--- config.mk ---
export PLATFORM = sky130hd
export DESIGN_NAME = mtl_pixel_prefetch_flat
export DESIGN_NICKNAME = d
export VERILOG_FILES = /design/src/rtl/mtl_pixel_prefetch_if.sv /design/src/rtl/mtl_pixel_prefetch.sv /design/src/flat_wrapper.sv
export SDC_FILE = /design/constraint.sdc
export NUM_CORES = 2
export LEC_CHECK = 0
export ABC_CLOCK_PERIOD_IN_PS = 5950
export CAP_MARGIN = 10
export CORE_AREA = 2 2 359 361
export DETAILED_ROUTE_END_ITERATION = 10
export DIE_AREA = 0 0 361 363
export GPL_TIMING_DRIVEN = 0
export HOLD_SLACK_MARGIN = 0.12
export PLACE_DENSITY = 0.8
export SYNTH_ARGS = -nofsm -noshare
export SYNTH_HDL_FRONTEND = slang
export SYNTH_SLANG_ARGS = --single-unit
--- constraint.sdc ---
create_clock -name CLK_33 -period 5.95 [get_ports CLK_33]
set_input_delay 1.4875 -clock CLK_33 [delete_from_list [all_inputs] [get_ports CLK_33]]
set_output_delay 1.4875 -clock CLK_33 [all_outputs]
set_load 0.01 [all_outputs]
--- src/rtl/mtl_pixel_prefetch_if.sv ---
// Avalon-MM pipelined read port between the pixel prefetch buffer (master)
// and the SDRAM controller (slave).
interface mtl_pixel_prefetch_if #(
   parameter int AW = 24
);
   logic          oMEM_READ;
   logic [AW-1:0] oMEM_ADDR;
   logic          iMEM_WAITREQ;
   logic          iMEM_READDATAVALID;
   logic [31:0]   iMEM_READDATA;

   modport master (
      output oMEM_READ,
      output oMEM_ADDR,
      input  iMEM_WAITREQ,
      input  iMEM_READDATAVALID,
      input  iMEM_READDATA
   );

   modport slave (
      input  oMEM_READ,
      input  oMEM_ADDR,
      output iMEM_WAITREQ,
      output iMEM_READDATAVALID,
      output iMEM_READDATA
   );
endinterface

--- src/rtl/mtl_pixel_prefetch.sv ---
// Show-ahead pixel prefetch FIFO: streams one frame of words from SDRAM and
// hands them to the MTL LCD controller, restarting on every new frame.
module mtl_pixel_prefetch #(
   parameter int          DEPTH           = 64,
   parameter int          FRAME_WORDS     = 384000,
   parameter int          AW              = 24,
   parameter logic [31:0] UNDERFLOW_COLOR = 32'h00FF00FF
) (
   input  logic                        CLK_33,
   input  logic                        reset,
   input  logic                        iNewFrame,
   input  logic [AW-1:0]               iBASE_ADDR,
   input  logic                        iRD_EN,
   output logic [31:0]                 oREAD_DATA,
   mtl_pixel_prefetch_if.master        mem,
   output logic [$clog2(DEPTH):0]      oLEVEL,
   output logic [15:0]                 oUNDERFLOW_CNT
);
   localparam int PW = $clog2(DEPTH);
   localparam int LW = PW + 1;
   localparam int IW = $clog2(FRAME_WORDS + 1);
   localparam logic [LW:0]   DEPTH_W    = (LW+1)'(DEPTH);
   localparam logic [IW-1:0] FRAME_W    = IW'(FRAME_WORDS);
   localparam logic [IW-1:0] FRAME_LAST = IW'(FRAME_WORDS - 1);

   typedef enum logic [1:0] {ST_IDLE, ST_FETCH, ST_DONE} state_t;
   state_t state_reg, state_next;

   logic [PW-1:0] head_reg, tail_reg;
   logic [LW-1:0] level_reg, outstanding_reg, discard_reg;
   logic [IW-1:0] issued_reg;
   logic [AW-1:0] addr_reg, frame_addr_reg;
   logic          hold_reg, stale_reg;
   logic [15:0]   ucnt_reg;
   logic [31:0]   mem_data [DEPTH];

   logic          can_issue, mem_read, stall, accept, accept_stale, accept_new;
   logic          ret, wr_en, pop, underflow;
   logic [LW-1:0] outstanding_upd;

   always_comb begin
      can_issue = (state_reg == ST_FETCH)
               && (({1'b0, level_reg} + {1'b0, outstanding_reg}) < DEPTH_W)
               && (issued_reg < FRAME_W)
               && (discard_reg == '0);
      // A request stalled by waitrequest stays up regardless of fill level.
      mem_read     = hold_reg | can_issue;
      stall        = mem_read & mem.iMEM_WAITREQ;
      accept       = mem_read & ~mem.iMEM_WAITREQ;
      accept_stale = accept & stale_reg;
      accept_new   = accept & ~stale_reg;
      // Stray returns with nothing outstanding (e.g. straight after reset) are ignored.
      ret          = mem.iMEM_READDATAVALID & (outstanding_reg != '0);
      wr_en        = ret & (discard_reg == '0) & ~iNewFrame;
      pop          = iRD_EN & ~iNewFrame & (level_reg != '0);
      underflow    = iRD_EN & ~iNewFrame & (level_reg == '0);
      outstanding_upd = outstanding_reg + LW'(accept) - LW'(ret);
   end

   always_comb begin
      state_next = state_reg;
      case (state_reg)
         ST_IDLE:  if (iNewFrame) state_next = ST_FETCH;
         ST_FETCH: begin
            if (iNewFrame)
               state_next = ST_FETCH;
            else if (accept_new && issued_reg == FRAME_LAST)
               state_next = ST_DONE;
         end
         ST_DONE:  if (iNewFrame) state_next = ST_FETCH;
         default:  state_next = ST_IDLE;
      endcase
   end

   always_ff @(posedge CLK_33) begin
      if (reset) begin
         state_reg       <= ST_IDLE;
         head_reg        <= '0;
         tail_reg        <= '0;
         level_reg       <= '0;
         outstanding_reg <= '0;
         discard_reg     <= '0;
         issued_reg      <= '0;
         addr_reg        <= '0;
         frame_addr_reg  <= '0;
         hold_reg        <= 1'b0;
         stale_reg       <= 1'b0;
         ucnt_reg        <= '0;
      end else begin
         state_reg       <= state_next;
         hold_reg        <= stall;
         outstanding_reg <= outstanding_upd;

         if (underflow && ucnt_reg != 16'hFFFF)
            ucnt_reg <= ucnt_reg + 16'd1;

         if (iNewFrame) begin
            head_reg    <= '0;
            tail_reg    <= '0;
            level_reg   <= '0;
            issued_reg  <= '0;
            discard_reg <= outstanding_upd;
            // A stalled old-frame request keeps its address; the new base waits.
            if (stall) begin
               frame_addr_reg <= iBASE_ADDR;
               stale_reg      <= 1'b1;
            end else begin
               addr_reg  <= iBASE_ADDR;
               stale_reg <= 1'b0;
            end
         end else begin
            if (pop)
               head_reg <= head_reg + PW'(1);
            if (wr_en)
               tail_reg <= tail_reg + PW'(1);
            level_reg   <= level_reg + LW'(wr_en) - LW'(pop);
            discard_reg <= discard_reg + LW'(accept_stale)
                         - LW'(ret && discard_reg != '0);
            if (accept_new)
               issued_reg <= issued_reg + IW'(1);
            if (accept_stale) begin
               addr_reg  <= frame_addr_reg;
               stale_reg <= 1'b0;
            end else if (accept_new) begin
               addr_reg <= addr_reg + AW'(1);
            end
         end
      end
   end

   always_ff @(posedge CLK_33) begin
      if (wr_en)
         mem_data[tail_reg] <= mem.iMEM_READDATA;
   end

   assign mem.oMEM_READ  = mem_read;
   assign mem.oMEM_ADDR  = addr_reg;
   assign oLEVEL         = level_reg;
   assign oUNDERFLOW_CNT = ucnt_reg;
   assign oREAD_DATA     = (level_reg == '0) ? UNDERFLOW_COLOR : mem_data[head_reg];
endmodule
--- src/flat_wrapper.sv ---
// flat-port wrapper written by rule: the top's interface ports become plain ports
module mtl_pixel_prefetch_flat 
#(
   parameter int          DEPTH           = 64,
   parameter int          FRAME_WORDS     = 384000,
   parameter int          AW              = 24,
   parameter logic [31:0] UNDERFLOW_COLOR = 32'h00FF00FF
)
  (CLK_33, reset, iNewFrame, iBASE_ADDR, iRD_EN, oREAD_DATA, oLEVEL, oUNDERFLOW_CNT, mem_oMEM_READ, mem_oMEM_ADDR, mem_iMEM_WAITREQ, mem_iMEM_READDATAVALID, mem_iMEM_READDATA);
  mtl_pixel_prefetch_if #(.AW(AW)) mem_i ();
  input  logic CLK_33;
  input  logic reset;
  input  logic iNewFrame;
  input  logic [AW-1:0] iBASE_ADDR;
  input  logic iRD_EN;
  output logic [31:0] oREAD_DATA;
  output logic [$clog2(DEPTH):0] oLEVEL;
  output logic [15:0] oUNDERFLOW_CNT;
  output wire logic [$bits(mem_i.oMEM_READ)-1:0] mem_oMEM_READ;
  output wire logic [$bits(mem_i.oMEM_ADDR)-1:0] mem_oMEM_ADDR;
  input wire logic [$bits(mem_i.iMEM_WAITREQ)-1:0] mem_iMEM_WAITREQ;
  input wire logic [$bits(mem_i.iMEM_READDATAVALID)-1:0] mem_iMEM_READDATAVALID;
  input wire logic [$bits(mem_i.iMEM_READDATA)-1:0] mem_iMEM_READDATA;
  assign mem_oMEM_READ = mem_i.oMEM_READ;
  assign mem_oMEM_ADDR = mem_i.oMEM_ADDR;
  assign mem_i.iMEM_WAITREQ = mem_iMEM_WAITREQ;
  assign mem_i.iMEM_READDATAVALID = mem_iMEM_READDATAVALID;
  assign mem_i.iMEM_READDATA = mem_iMEM_READDATA;
  mtl_pixel_prefetch #(.DEPTH(DEPTH), .FRAME_WORDS(FRAME_WORDS), .AW(AW), .UNDERFLOW_COLOR(UNDERFLOW_COLOR)) u_core (.CLK_33(CLK_33), .reset(reset), .iNewFrame(iNewFrame), .iBASE_ADDR(iBASE_ADDR), .iRD_EN(iRD_EN), .oREAD_DATA(oREAD_DATA), .mem(mem_i), .oLEVEL(oLEVEL), .oUNDERFLOW_CNT(oUNDERFLOW_CNT));
endmodule
# Word level (Yosys, flattened, before mapping)
# Memories as Yosys holds them, arrays and structs flattened. A register that Yosys moved wholly into a read port is not among the register bits.
# Index checks and enable logic that the tools add are counted.
# Widths: inputs -> output; s select.
[classes]
order_cmp = 2
mux = 17
bitwise = 14
add_sub_neg = 12
reduce_logical = 19
n_eq_ne = 7
[op_table]
columns = ["op", "n"]
rows = [
  ["$mux 24", 4],
  ["$mux 32", 1],
  ["$add 24x1->24 const B", 1],
  ["$add 7x1->7", 3],
  ["$reduce_bool 7->1", 3],
  ["$sub 7x1->7", 3],
  ["$add 19x1->19 const B", 1],
  ["$eq 19x19->1 const B", 1],
  ["$lt 19x19->1 const B", 1],
  ["$add 16x1->16 const B", 1],
  ["$ne 16x16->1 const B", 1],
  ["$logic_not 7->1", 2],
  ["$add 6x1->6 const B", 2],
  ["$mux 6", 2],
  ["$and 1x1->1", 10],
  ["$add 7x7->8", 1],
  ["$lt 8x7->1 const B", 1],
  ["$mux 7", 1],
  ["$logic_and 1x1->1", 6],
  ["$mux 2", 3],
  ["$reduce_and 2->1", 3],
  ["$mux 1", 5],
  ["$pmux 2 s2", 1],
  ["$reduce_or 2->1", 2],
  ["10 further kinds", 12],
]
[word_totals]
inputBits = 62
reg_bits = 120
output_inout_bits = 80
memories = 1
ram_bits = 2048
wordCells = 84
[memory_table]
columns = ["memory", "depth", "width", "rd", "rd_ports_with_merged_regs", "wr", "line", "text"]
rows = [
  ["u_core.mem_data", 64, 32, 1, 1, 1, "mtl_pixel_prefetch.sv:35", "logic [31:0] mem_data [DEPTH];"],
]

# Longest topological paths before layout
[logic_depth]
word_depth = 12
ltp_mapped = 18
mapped_depth_nobuf = 18

# Least setup slack after synthesis
# Ideal clock, no wire load.
[synth_timing]
kind = "input to register"
startpoint = "input port mem_iMEM_READDATAVALID"
endpoint = "memory u_core.mem_data[31][0], enable pin"
t_arrival_ps = 4037
cell_stages = 5
path_slack_ps = 1491
t_required_ps = 5527
setup_ps = 423
path_buffers = 0
cell_sequence = "a21boi_0 nand2_1 nor2_1 nand4_1 nor2_1"
[synth_via]
elab_chain_len = 5
[synth_rtl]
columns = ["element", "line", "text"]
rows = [
  ["start, declared", "flat_wrapper.sv:22", "input wire logic [$bits(mem_i.iMEM_READDATAVALID)-1:0] mem_iMEM_READDATAVALID;"],
  ["$and 1x1->1", "mtl_pixel_prefetch.sv:53", "ret = mem.iMEM_READDATAVALID & (outstanding_reg != '0);"],
  ["$and 1x1->1 (2 in a row)", "mtl_pixel_prefetch.sv:54", "wr_en = ret & (discard_reg == '0) & ~iNewFrame;"],
  ["named net u_core.wr_en", "mtl_pixel_prefetch.sv:38", "logic ret, wr_en, pop, underflow;"],
  ["$mux 1", "mtl_pixel_prefetch.sv:132", "if (wr_en)"],
  ["$mux 1 (implied by the code)", "mtl_pixel_prefetch.sv:133", "mem_data[tail_reg] <= mem.iMEM_READDATA;"],
  ["end, declared", "mtl_pixel_prefetch.sv:35", ""],
]
# The timed path passes the listed nets, and every way through them passes these cells.

==> metrics.csv <==
stage,metric,value,unit
layout,fin_util,0.768,
logic_synthesis,library_cell_occupying_the_most_area_in_the_post_synthesis_netlist,sky130_fd_sc_hd__edfxtp_1,
critical_path,logic_depth_of_the_worst_path_buffers_included,6,
layout,final_layout_size_suffix_gt1_frac,0.291,
logic_synthesis,ys.warnings.count,0,
power,total_power,0.0334,W
layout,mostFrequentLayoutCell,sky130_fd_sc_hd__edfxtp_1,
logic_synthesis,netlist_instances,3820,
global_route,via_count_of_the_first_global_routing_pass,47100,
place,globalplace.congestion,0.859,
sta,slew_viol_final,0,
clocking,cts.sinks,2174,
critical_path,crit_path_max_incr_delay,1.00,ns
clocking,cts_root_buf,sky130_fd_sc_hd__clkbuf_16,
run,drv.max_cap_violation_count,0,
layout,fillers,5829,
layout,largest_register_ffs,2048,
global_route,antenna_found_initial,18,
place,dp.cells,5726,
detailed_routing,routed_len_inst,43.1,um
layout,finalInstanceArea,97500,um2
layout,multi_input_area,20000,um2
sta,timing.final.crit_period,6.12,ns
logic_synthesis,synth-seq-cells,2174,
floorplanning,core,127000,um2
logic_synthesis,synth-simple-area-share,0.0240,
floorplanning,rows,131,
logic_synthesis,synth_nets,3923,
critical_path,worst_path_max_delay_cell,sky130_fd_sc_hd__clkbuf_1,
sta,timing.max_slew.rel_slack,0.0971,
detailed_routing,detail_route.first_pass.iterations,6,
floorplanning,boundaryPins,142,
global_route,gr-usage-all-layers,0.409,
critical_path,path_buf_inv,3,
clocking,clk_pin_slew_worst_paths,0.07,ns
logic_synthesis,synthFlopType,sky130_fd_sc_hd__edfxtp_1,
critical_path,worstSetupEndpointType,output port,
critical_path,required,4.46,ns
logic_synthesis,synth_top_family_by_area,multiplexers,
floorplanning,die-area,131000,um2
sta,worst-slew-pin-transition,1.35,ns
logic_synthesis,average_size_of_a_mapped_cell,22.1,um2
logic_synthesis,synth_compound_gate_area_share,0.0132,
logic_synthesis,post_synth_xor_area_fraction,0.00778,
clocking,clock_tree.htree_level_count,4,
sta,unrepaired_setup_endpoints_after_global_routing,true,
power,vdd.ir_drop.worst,0.383,mV
detailed_routing,route.vias.total,47200,
layout,seqCellArea,64000,um2
logic_synthesis,synth_edf_count,2048,
critical_path,critPathKind,reg -> out,
min_path,hold_class,reg -> reg,
logic_synthesis,synth.yosys.seq_area_share,0.758,
logic_synthesis,synth-adder-area-share,0.00634,
place,place.port_buffers,140,
detailed_routing,violation_count_after_the_first_detailed_route_iteration,8860,
detailed_routing,postRouteAntennaNets,0,
clocking,clock_tree.buffer_depth,3,
detailed_routing,detail_route.vias_per_cell,7.73,
sta,finalHoldViolations,0,
min_path,min_delay_path_depth,2,
global_route,grt_max_degree,65,
place,instance_area_after_placement,90500,um2
layout,post_layout_nonfiller_instances,6109,
sta,maxClockFrequency,163,MHz
sta,fin_skew,0.0359,ns
clocking,insertion_delay,0.87,ns
sta,setup-violations-final,25,
clocking,cts_post_setup_buffers_inserted,0,
critical_path,worst_setup_path_start_kind,flop,
logic_synthesis,synth.area.top_cells,"sky130_fd_sc_hd__edfxtp_1 (73%), sky130_fd_sc_hd__mux4_2 (18%), sky130_fd_sc_hd__dfxtp_1 (3.0%)",
global_route,grt_first_pass_wirelength,366000,um
floorplanning,initial_utilization,0.665,
logic_synthesis,synth_cell_type_count,53,
sta,finalCritPeriodShare,1.03,
critical_path,r2r_cells,9,
critical_path,largest_delay_share_family_worst_path,buffers and inverters,
power,power.density,342,nW/um2
detailed_routing,detail_route.drc_violations,0,
detailed_routing,drt-total-wl,263000,um
floorplanning,die_ht,363,um
global_route,overflow,0,
layout,fin_nets,4371,
logic_synthesis,synthArstFlopShare,0,
run_status,failing_checks,setup timing,
layout,area.growth.synth_to_final,15.4,%
layout,layout_common_cells,"sky130_fd_sc_hd__edfxtp_1 (2,048), sky130_fd_sc_hd__mux4_2 (665), sky130_fd_sc_hd__clkbuf_16 (206), sky130_fd_sc_hd__dfxtp_1 (125), sky130_fd_sc_hd__nand2_1 (115)",
logic_synthesis,synthDominantCellAreaShare,0.728,
critical_path,worstPathCellList,clkbuf_1 -> clkbuf_1 -> mux4_2 -> mux4_2 -> or2_1 -> clkdlybuf4s50_1,
sta,final.setup.worst_slack,-0.171,ns
critical_path,arrival,4.63,ns
place,hpwlAfterDp,147000,um
place,dp_worst_setup_slack,-0.533,ns
run_status,run_status,finished with violations,
logic_synthesis,synth.area.mux_share,0.179,
critical_path,timing.critical_path.fanout_max,10,
logic_synthesis,mappedNetlistArea,84500,um2
clocking,post_cts_hold_buffer_count,0,
floorplanning,die_width,361,um
power,cellLeakagePower,29.6,nW
clocking,cts_tree,yes,
clocking,tritoncts.num_buffers,202,
per-stage QoR:
stage	hold WS (ns)	TNS [ns]
2_1_floorplan	0.432	0
3_3_place_gp	0.441	-2714.68
3_5_place_dp	0.448	-20.03
4_1_cts	0.456	-0.165
5_1_grt	0.476	-1.11
6_report	0.453	-1.72
final cells by class:
class | instances | share of cell area
multi-input cells | 1404 | 0.205
diodes | 6 | 0.000154
well taps | 1662 | 0.0213
flip-flops and latches | 2174 | 0.657
plain buffers | 206 | 0.0145
clock inverters | 114 | 0.00959
repair buffers | 245 | 0.0357
inverters | 35 | 0.00135
clock buffers | 263 | 0.0557
where the power goes:
| part | internal, W | switching, W |
|---|---|---|
| clock network | 0.00697 | 0.00596 |
| registers | 0.0168 | 0.000107 |
| logic | 0.00150 | 0.00204 |
cell families (layout without fill, tap and decap cells):
kind of cell	count (synthesis)	in the layout
AOI/OAI and AO/OA	178	178
xor gates and xnor gates	75	75
adders and majority gates	41	41
buffers and inverters	242	863
DFF	2174	2174
muxes	679	679
other	0	6
and+or+nand+nor	431	431
worst register-to-register path: stages (launching register included):
cell                       delay [ns]
sky130_fd_sc_hd__dfxtp_1         0.38
sky130_fd_sc_hd__inv_1           0.08
sky130_fd_sc_hd__ha_1            0.19
sky130_fd_sc_hd__nor4b_1         0.13
sky130_fd_sc_hd__a21boi_0        0.40
sky130_fd_sc_hd__nand2_1         0.36
sky130_fd_sc_hd__nor2_1          0.83
sky130_fd_sc_hd__nand3_1         1.13
sky130_fd_sc_hd__nor2_4          1.27
sky130_fd_sc_hd__buf_12          0.29
repair_timing:
| item | CTS | global route |
|---|---|---|
| pin swaps | 0 | 1 |
| resized for setup | 242 | 26 |
| setup endpoints to repair | 32 | 27 |
cell usage after synthesis, types with 7 or more instances:
library cell / number
sky130_fd_sc_hd__or2_1: 17
sky130_fd_sc_hd__and3_1: 14
sky130_fd_sc_hd__mux2i_1: 13
sky130_fd_sc_hd__clkbuf_1: 115
sky130_fd_sc_hd__nor2b_1: 23
sky130_fd_sc_hd__a211o_1: 9
sky130_fd_sc_hd__a211oi_1: 19
sky130_fd_sc_hd__o21ai_0: 39
sky130_fd_sc_hd__xnor2_1: 45
sky130_fd_sc_hd__xor2_1: 30
sky130_fd_sc_hd__a21oi_1: 50
sky130_fd_sc_hd__buf_2: 51
sky130_fd_sc_hd__o211ai_1: 15
sky130_fd_sc_hd__nor4_1: 16
sky130_fd_sc_hd__nor3_1: 25
sky130_fd_sc_hd__buf_1: 34
sky130_fd_sc_hd__dfxtp_1: 126
sky130_fd_sc_hd__o21bai_1: 7
sky130_fd_sc_hd__edfxtp_1: 2048
sky130_fd_sc_hd__mux4_2: 665
sky130_fd_sc_hd__nand3_1: 33
sky130_fd_sc_hd__nand2_1: 115
sky130_fd_sc_hd__inv_1: 35
sky130_fd_sc_hd__nand4_1: 13
sky130_fd_sc_hd__a31oi_1: 23
sky130_fd_sc_hd__ha_1: 38
sky130_fd_sc_hd__nor2_1: 143
path summary, 6_finish.rpt:
path / startpoint / endpoint / slack (ns)
setup / recovery: flop / oREAD_DATA[22] / -0.17
hold / removal: u_core.frame_addr_reg[3]$_SDFFE_PP0P_ / u_core.frame_addr_reg[3]$_SDFFE_PP0P_ / 0.45
setup reg to reg: u_core.outstanding_reg[2]$_SDFF_PP0_ / u_core.mem_data[33][2]$_DFFE_PP_ / 0.52
hold reg to reg: u_core.frame_addr_reg[3]$_SDFFE_PP0P_ / u_core.frame_addr_reg[3]$_SDFFE_PP0P_ / 0.45
metal layers:
metal / routed length [um] / track usage / vias to the layer above
met3: 41700 / 0.158 / 1041
met1: 82400 / 0.521 / 24000
met2: 122000 / 0.619 / 5191
met4: 16600 / 0.216 / 24
li1: - / - / 17000
met5: 366 / 0.0200 / -
Note: power is estimated with default switching activity, not from simulation.
